## config.mk

```make
export PLATFORM = sky130hd
export DESIGN_NAME = ctrl_seq
export DESIGN_NICKNAME = d
export VERILOG_FILES = /design/src/rtl/ctrl_seq_pkg.sv /design/src/rtl/ctrl_seq_decode.sv /design/src/rtl/ctrl_seq.sv
export SDC_FILE = /design/constraint.sdc
export NUM_CORES = 1
export LEC_CHECK = 0
export ABC_CLOCK_PERIOD_IN_PS = 3400
export BUFFER_PORTS_ARGS = -buffer_cell sky130_fd_sc_hd__buf_4
export CAP_MARGIN = 10
export CORE_UTILIZATION = 53
export CTS_CLUSTER_DIAMETER = 200
export CTS_CLUSTER_SIZE = 14
export DETAILED_ROUTE_END_ITERATION = 12
export PLACE_DENSITY = 0.82
export SLEW_MARGIN = 15
export SYNTH_ARGS = -nofsm -noshare
export SYNTH_HDL_FRONTEND = slang
export SYNTH_SLANG_ARGS = --single-unit
```

## constraint.sdc

```tcl
create_clock -name Clk -period 3.4 [get_ports Clk]
set_input_delay 0 -clock Clk [delete_from_list [all_inputs] [get_ports Clk]]
set_output_delay 0 -clock Clk [all_outputs]
set_load 0.01 [all_outputs]
```

## src/rtl/ctrl_seq_pkg.sv

```systemverilog
`default_nettype none
// ============================================================================
// Module : ctrl_seq_pkg
// Desc   : Shared state, opcode and instruction-class definitions for ctrl_seq
// Rev    : 1.0  initial release
// ============================================================================
package ctrl_seq_pkg;

   typedef enum logic [2:0] {
      ST_IDLE  = 3'd0,
      ST_FETCH = 3'd1,
      ST_EXEC  = 3'd2,
      ST_MEM   = 3'd3,
      ST_HALT  = 3'd4
   } state_t;

   typedef enum logic [2:0] {
      CLS_ALU    = 3'd0,
      CLS_HALT   = 3'd1,
      CLS_STORE  = 3'd2,
      CLS_LOAD   = 3'd3,
      CLS_BRANCH = 3'd4,
      CLS_CMP    = 3'd5
   } iclass_t;

   localparam logic [4:0] OP_ST     = 5'b11011;
   localparam logic [4:0] OP_LD     = 5'b11010;
   localparam logic [2:0] OP_CMP    = 3'b111;
   localparam logic [3:0] OP_BR_NIB = 4'b1111;

endpackage
`default_nettype wire

```

## src/rtl/ctrl_seq_decode.sv

```systemverilog
`default_nettype none
// ============================================================================
// Module : ctrl_seq_decode
// Desc   : Combinational IR -> instruction class map, halt has top priority
// Rev    : 1.0  initial release
// ============================================================================
module ctrl_seq_decode
   import ctrl_seq_pkg::*;
#(
   parameter int IW = 9
) (
   input  logic [IW-1:0] ir,
   output iclass_t       cls
);

   always_comb begin
      cls = CLS_ALU;
      if (&ir)
         cls = CLS_HALT;
      else if (ir[IW-1 -: 5] == OP_ST)
         cls = CLS_STORE;
      else if (ir[IW-1 -: 5] == OP_LD)
         cls = CLS_LOAD;
      else if (ir[3:0] == OP_BR_NIB)
         cls = CLS_BRANCH;
      else if (ir[IW-1 -: 3] == OP_CMP)
         cls = CLS_CMP;
   end

endmodule
`default_nettype wire

```

## src/rtl/ctrl_seq.sv

```systemverilog
`default_nettype none
// ============================================================================
// Module : ctrl_seq
// Desc   : Multi-cycle fetch/exec/mem/halt sequencer with internal IR.
//          Optional statistics counters enabled by CTRL_SEQ_STATS_EN.
// Rev    : 1.0  initial release
// ============================================================================
module ctrl_seq
   import ctrl_seq_pkg::*;
#(
   parameter int IW          = 9,
   parameter int TW          = 2,
   parameter int MEM_TIMEOUT = 15
) (
   input  logic          Clk,
   input  logic          Reset_n,
   input  logic          Start,
   input  logic [IW-1:0] Instruction,
   input  logic          InstrValid,
   input  logic          Zero,
   input  logic          MemAck,
   output logic          Fetch,
   output logic          RegWrEn,
   output logic          MemWrEn,
   output logic          MemRdEn,
   output logic          LoadInst,
   output logic          BranchTaken,
   output logic [TW-1:0] PCTarg,
   output logic          Busy,
   output logic          Ack,
   output logic          Err
`ifdef CTRL_SEQ_STATS_EN
   ,
   output logic [15:0]   InstrCount,
   output logic [15:0]   CycleCount
`endif
);

   localparam int            CW       = $clog2(MEM_TIMEOUT + 1);
   localparam logic [CW-1:0] TMO_LAST = CW'(MEM_TIMEOUT - 1);
   localparam logic [CW-1:0] TMO_SAT  = CW'(MEM_TIMEOUT);

   state_t        state;
   state_t        state_nxt;
   logic [IW-1:0] ir;
   logic [CW-1:0] tmo_cnt;
   logic          err_flag;
   logic          br_taken;
   logic          tmo_last;
   iclass_t       cls;

   ctrl_seq_decode #(.IW(IW)) u_decode (
      .ir  (ir),
      .cls (cls)
   );

   assign tmo_last = (tmo_cnt == TMO_LAST);

   always_ff @(posedge Clk) begin
      if (!Reset_n) begin
         state    <= ST_IDLE;
         ir       <= '0;
         tmo_cnt  <= '0;
         err_flag <= 1'b0;
         br_taken <= 1'b0;
      end else begin
         state <= state_nxt;
         if (state == ST_FETCH && InstrValid)
            ir <= Instruction;
         if (state == ST_MEM && !MemAck) begin
            if (tmo_cnt != TMO_SAT)
               tmo_cnt <= tmo_cnt + 1'b1;
         end else begin
            tmo_cnt <= '0;
         end
         if (state == ST_MEM && !MemAck && tmo_last)
            err_flag <= 1'b1;
         // Zero is sampled at the end of EXEC and the redirect is presented
         // registered in the following cycle, keeping Zero off any output path.
         br_taken <= (state == ST_EXEC) && (cls == CLS_BRANCH) && Zero;
      end
   end

   always_comb begin
      state_nxt   = state;
      Fetch       = 1'b0;
      RegWrEn     = 1'b0;
      MemWrEn     = 1'b0;
      MemRdEn     = 1'b0;
      LoadInst    = 1'b0;
      BranchTaken = br_taken;
      PCTarg      = (cls == CLS_BRANCH) ? ir[TW+1:2] : '0;
      Busy        = (state != ST_IDLE) && (state != ST_HALT);
      Ack         = 1'b0;
      Err         = 1'b0;
      case (state)
         ST_IDLE: begin
            if (Start)
               state_nxt = ST_FETCH;
         end
         ST_FETCH: begin
            Fetch = 1'b1;
            if (InstrValid)
               state_nxt = ST_EXEC;
         end
         ST_EXEC: begin
            case (cls)
               CLS_HALT:             state_nxt = ST_HALT;
               CLS_STORE, CLS_LOAD:  state_nxt = ST_MEM;
               CLS_ALU: begin
                  RegWrEn   = 1'b1;
                  state_nxt = ST_FETCH;
               end
               default:              state_nxt = ST_FETCH;
            endcase
         end
         ST_MEM: begin
            MemWrEn  = (cls == CLS_STORE);
            MemRdEn  = (cls == CLS_LOAD);
            LoadInst = (cls == CLS_LOAD);
            if (MemAck) begin
               RegWrEn   = (cls == CLS_LOAD);
               state_nxt = ST_FETCH;
            end else if (tmo_last) begin
               state_nxt = ST_HALT;
            end
         end
         ST_HALT: begin
            Ack = 1'b1;
            Err = err_flag;
         end
         default: state_nxt = ST_IDLE;
      endcase
   end

`ifdef CTRL_SEQ_STATS_EN
   always_ff @(posedge Clk) begin
      if (!Reset_n) begin
         InstrCount <= 16'h0000;
         CycleCount <= 16'h0000;
      end else begin
         if (state == ST_EXEC && InstrCount != 16'hFFFF)
            InstrCount <= InstrCount + 16'h0001;
         if (Busy && CycleCount != 16'hFFFF)
            CycleCount <= CycleCount + 16'h0001;
      end
   end
`endif

endmodule
`default_nettype wire
```

# ---- Word level (Yosys, flattened, before mapping)
# Index checks and enable logic that the tools add are counted.
dict set report totals {
  wordCells 59
  in_bits 15
  regBits 18
}
dict set report op_classes {
  n_mux 20
  n_addsub 1
  bitwise 1
  reduce_logical 14
  n_eq_ne 18
}
# operator n
set op_table {}
lappend op_table {{$mux W3} 9}
lappend op_table {{$pmux W3 S5} 1}
lappend op_table {{$eq A3 B2 Y1 const B} 4}
lappend op_table {{$eq A5 B5 Y1 const B} 2}
lappend op_table {{$eq A3 B3 Y1 const B} 3}
lappend op_table {{$reduce_and A9 Y1} 1}
lappend op_table {{$eq A4 B4 Y1 const B} 2}
lappend op_table {{$mux W1} 7}
lappend op_table {{$eq A3 B1 Y1 const B} 2}
lappend op_table {{$logic_and A1 B1 Y1} 6}
lappend op_table {{$logic_not A3 Y1} 2}
lappend op_table {{$ne A3 B3 Y1 const B} 2}
lappend op_table {{$pmux W3 S2} 1}
lappend op_table {{$add A4 B1 Y4 const B} 1}
lappend op_table {{$ne A2 B2 Y1 const B} 2}
lappend op_table {{$ne A4 B4 Y1 const B} 1}
lappend op_table {{$reduce_and A4 Y1} 1}
lappend op_table {{$reduce_bool A3 Y1} 1}
lappend op_table {{$mux W2} 1}
lappend op_table {{$pmux W1 S2} 1}
lappend op_table {{$reduce_and A2 Y1} 1}
lappend op_table {{$reduce_or A2 Y1} 1}
lappend op_table {{$logic_not A1 Y1} 1}
lappend op_table {{$not A1 Y1} 1}

# ---- Depth between registers and ports, before layout
dict set report logic_depth {
  ltp_word 10
  mapped_depth 5
}

# ---- By module
# Synthesis repeated with hierarchy kept, for this count alone.
dict set report unflattened {
  cells_unflattened 121
  area_unflattened_um2 980.9
}
# mod cells_each instances area_per_inst_um2
set by_module_without_submodules {}
lappend by_module_without_submodules {ctrl_seq 111 1 912.1}
lappend by_module_without_submodules {ctrl_seq_decode 10 1 68.8}

# ---- Worst setup path before layout
# OpenSTA, ideal clock, no wires.
dict set report synth_path {
  kind {reg-to-reg}
  from {register state[1]}
  to {register state[2]}
  t_required_ns 3.342
  t_arrival_ns 1.172
  setup_time_ns 0.058
  synth_period_minus_slack_ns 1.230
  path_slack_ns 2.170
  path_buffers 0
  stages_incl_launch_ff 4
  path_cell_list {dfxtp_1 -> or3b_1 -> nor4_1 -> o31a_2}
}
dict set report synth_between {
  elab_chain_cells 3
  word_cells_on_any_way 11
  cone_classes {eq/ne (7); mux (1); bitwise (1); reduce/logical (2)}
}
# element line
set synth_rtl {}
lappend synth_rtl {{from (decl)} ctrl_seq.sv:43} ;# state_t state;
lappend synth_rtl {{from (signal assigned)} ctrl_seq.sv:67} ;# state <= state_nxt;
lappend synth_rtl {{$eq A3 B2 Y1 (tied with other cells)} ctrl_seq.sv:96} ;# case (state)
lappend synth_rtl {{$ne A3 B3 Y1 (no line) (tied with other cells)} --}
lappend synth_rtl {{$reduce_and A4 Y1 (no line)} --}
# Parallel ways exist; a longest one is shown, timed or not.
# A chain may end at the register's enable or synchronous reset.

# ---- Final worst setup path
dict set report layout_path {
  from {register ir[5]}
  to {output port RegWrEn}
}
dict set report layout_between {
  elab_chain_cells 7
  word_cells_on_any_way 11
  cone_classes {eq/ne (3); mux (6); reduce/logical (2)}
}
# element line
set layout_rtl {}
lappend layout_rtl {{from (decl)} ctrl_seq.sv:45} ;# logic [IW-1:0] ir;
lappend layout_rtl {{from (signal assigned)} ctrl_seq.sv:69} ;# ir <= Instruction;
lappend layout_rtl {{$eq A5 B5 Y1} ctrl_seq_decode.sv:22} ;# else if (ir[IW-1 -: 5] == OP_LD)
lappend layout_rtl {{$mux W3} ctrl_seq_decode.sv:22}
lappend layout_rtl {{$mux W3} ctrl_seq_decode.sv:20} ;# else if (ir[IW-1 -: 5] == OP_ST)
lappend layout_rtl {{$mux W3 *} ctrl_seq_decode.sv:18} ;# if (&ir)
lappend layout_rtl {{$eq A3 B2 Y1 or $logic_not A3 Y1 (tied branches)} {ctrl_seq.sv:122, ctrl_seq.sv:107}}
lappend layout_rtl {{$mux W1, on equally long branches} {ctrl_seq.sv:121, ctrl_seq.sv:107}}
lappend layout_rtl {{$pmux W1 S2 *} ctrl_seq.sv:96}
lappend layout_rtl {{to (decl)} ctrl_seq.sv:23} ;# output logic RegWrEn,
# Every way passes the cells marked *; elsewhere a longest branch is shown, timed or not.

==> impl_metrics.env <==
export IMPL_max_stage_delay_ps=440
export IMPL_routed_via_density=5.61
export IMPL_syn2layout_area_growth_pct=38.3
export IMPL_multi_input_area_um2=469
export IMPL_async_reset_ff_frac=0
export IMPL_port_buffers=25
export IMPL_min_period_ps=1530
export IMPL_cts_path_max_buffers=2
export IMPL_synth_top_area_frac=0.414
export IMPL_clock_sinks=18
export IMPL_h_tree_depth=1
export IMPL_power_density_mw_per_mm2=342
export IMPL_cts_buffers=3
export IMPL_ys_warn_count=0
export IMPL_vias=886
export IMPL_path_delay_family="simple AND/OR/NAND/NOR gates"
export IMPL_dr_first_iter_drc_count=17
export IMPL_critical_path_class="flip-flop to primary output"
export IMPL_fillers=108
export IMPL_syn_nets=123
export IMPL_start_util=0.571
export IMPL_die_w_um=42.5
export IMPL_core_area_mm2=0.00152
export IMPL_register_area_um2=360
export IMPL_worstRegToRegCells=3
export IMPL_postRouteAntennaNets=0
export IMPL_first_pass_iters=4
export IMPL_max_cap_viol_count=0
export IMPL_synthCells=106
export IMPL_fin_hold_ws_ps=43.0
export IMPL_yosysMostFrequentCell="nand2_1"
export IMPL_final_nets=160
export IMPL_setup_viol=0
export IMPL_grt_max_degree=12
export IMPL_root_buffer="clkbuf_4"
export IMPL_die_y_um=42.5
export IMPL_finalPower_w=0.000411
export IMPL_max_slew_margin_rel=0.759
export IMPL_rsz0062_at_grt="false"
export IMPL_setup_tns_ps=0
export IMPL_ir_drop_mv=0.239
export IMPL_yosys_top_cells_count="19 x nand2_1, 18 x dfxtp_1, 9 x a21oi_1, 8 x nor2_1, 5 x inv_1"
export IMPL_cts_tree="done"
export IMPL_slowest_stage="dfxtp_1"
export IMPL_insertion_delay_ps=280
export IMPL_synth_seq_cells=18
export IMPL_crit_path_end="RegWrEn"
export IMPL_synth_edf_count=0
export IMPL_cp_end_kind="primary output"
export IMPL_clock_fmax_mhz=655
export IMPL_dieArea_mm2=0.00181
export IMPL_leakagePower_nw=0.464
export IMPL_ios=26
export IMPL_worstReg2RegEnd="state[2]"
export IMPL_crit_start="ir[5]"
export IMPL_min_path_type="primary input to flip-flop"
export IMPL_finalClockSkew_ps=1.27
export IMPL_ys_top_cells_by_area="dfxtp_1 41%, nand2_1 8.2%, a21oi_1 5.2%"
export IMPL_final_max_slew_violation_count=0
export IMPL_grt_ovfl_total=0
export IMPL_antenna_found_initial=0
export IMPL_r2r_start="state[1]"
export IMPL_final_core_util=0.789
export IMPL_grt_pass1_vias=836
export IMPL_path_cells="nand4b_1 > nor3_1 > a32o_1 > buf_4"
export IMPL_synthDistinctLibCells=37
export IMPL_crit_required_ps=3400
export IMPL_rows=14
export IMPL_min_period_over_period=0.449
export IMPL_syn_avg_cell_area_um2=8.20
export IMPL_status="finished clean"
export IMPL_synth_top_cell_by_area="dfxtp_1"
export IMPL_grt_total_usage=0.256
export IMPL_n_antenna_cell=0
export IMPL_crit_buf_inv=1
export IMPL_grt_pass1_wl_um=3510
export IMPL_drc_errors=0
export IMPL_worst_pin_slew_ps=359
export IMPL_clkTransAtPathRegs_ps=100
export IMPL_wirelength_um=2040
export IMPL_hpwlAfterDp_um=1410
export IMPL_worstPathArrival_ps=1530
export IMPL_routabilityCongestion=0.777
export IMPL_hold_viol=0
export IMPL_cp_start_kind="flip-flop"
export IMPL_worstSetupPathDepth=4
export IMPL_routedWlPerCell_um=12.9
export IMPL_ys_seq_area_frac=0.414
export IMPL_ys_flop_type="dfxtp_1"
export IMPL_critPathMaxFanout=6
export IMPL_netlist_area_um2=870
export IMPL_drive_gt1_frac=0.232
export IMPL_reg2reg_setup_slack_ps=2010
## state kept, by name, summed over array words and instances (netlist names)
| signal | count |
|---|---|
| state | 3 |
| tmo_cnt | 4 |
| ir | 9 |
| err_flag | 1 |
| BranchTaken | 1 |
## worst min path at each step
stage	startpoint	depth (start not counted)	endpoint
floorplan	Reset_n	1	state[1]
global placement	Instruction[2]	3	ir[2]
detailed placement	Instruction[5]	3	ir[5]
CTS	InstrValid	3	state[0]
global route	InstrValid	3	state[0]
finish	InstrValid	3	state[0]
## kinds of logic after synthesis
group	synth area share
and+or+nand+nor	0.317
AOI/OAI and AO/OA	0.184
DFF	0.414
buffers and inverters	0.0460
adders and majority gates	0.0288
xor gates and xnor gates	0.0101
## repair_timing
item / in CTS / in global routing
resized for setup: 0 / 0
setup buffers: 0 / 0
hold buffers: 11 / 0
hold endpoints to repair: 13 / 0
## layer usage
metal  part of all wire  global-route usage  vias to the layer above  wire [um]
met1               0.42               0.301                      402        863
li1                   -                   -                      451          -
met5                  0                   0                        -          0
met2               0.52               0.458                       31       1050
met4             0.0088               0.106                        0         18
met3              0.050              0.0345                        2        102
## tightest hold or removal path, delay by kind of cell
kind	cells	cell delay (ps)
AO/OA/AOI/OAI	2	180
buffers and inverters	1	100
## per-stage QoR
stage          cell area, um^2  setup slack, ps  cells
2_1_floorplan              870             2170    106
3_3_place_gp              1060             2110    143
3_5_place_dp              1060             2050    143
4_1_cts                   1200             1880    158
5_1_grt                   1200             1730    158
6_report                  1200             1870    158
## layout make-up
class	instances	share of cell area
multi-input combinational	79	0.390
sequential	18	0.300
timing repair buffer	36	0.248
clock buffer	4	0.0302
tap	16	0.0166
inverter	5	0.0156
## where the power goes
| group | switching (W) | internal (W) | total [W] |
|---|---|---|---|
| clock | 0.0000637 | 0.0000651 | 0.000129 |
| combinational | 0.0000237 | 0.0000327 | 0.0000564 |
| sequential | 0.00000852 | 0.000217 | 0.000226 |
| total | 0.0000959 | 0.000315 | 0.000411 |
## cell usage in the layout, fill, tap and decap left out, types with 2 or more instances in the layout
cell and instances:
inv_1 5, clkbuf_4 3, nor3_1 4, o21ai_0 2, nand2b_1 2, nor4_1 2, o211ai_1 2, buf_4 25
dfxtp_1 18, nor2_1 8, a41oi_1 2, a211oi_1 2, dlygate4sd3_1 11, nand3b_1 2, a21oi_1 9, nand2_1 19
nand3_1 4, ha_1 2
Note: power is estimated with default switching activity, not from simulation.
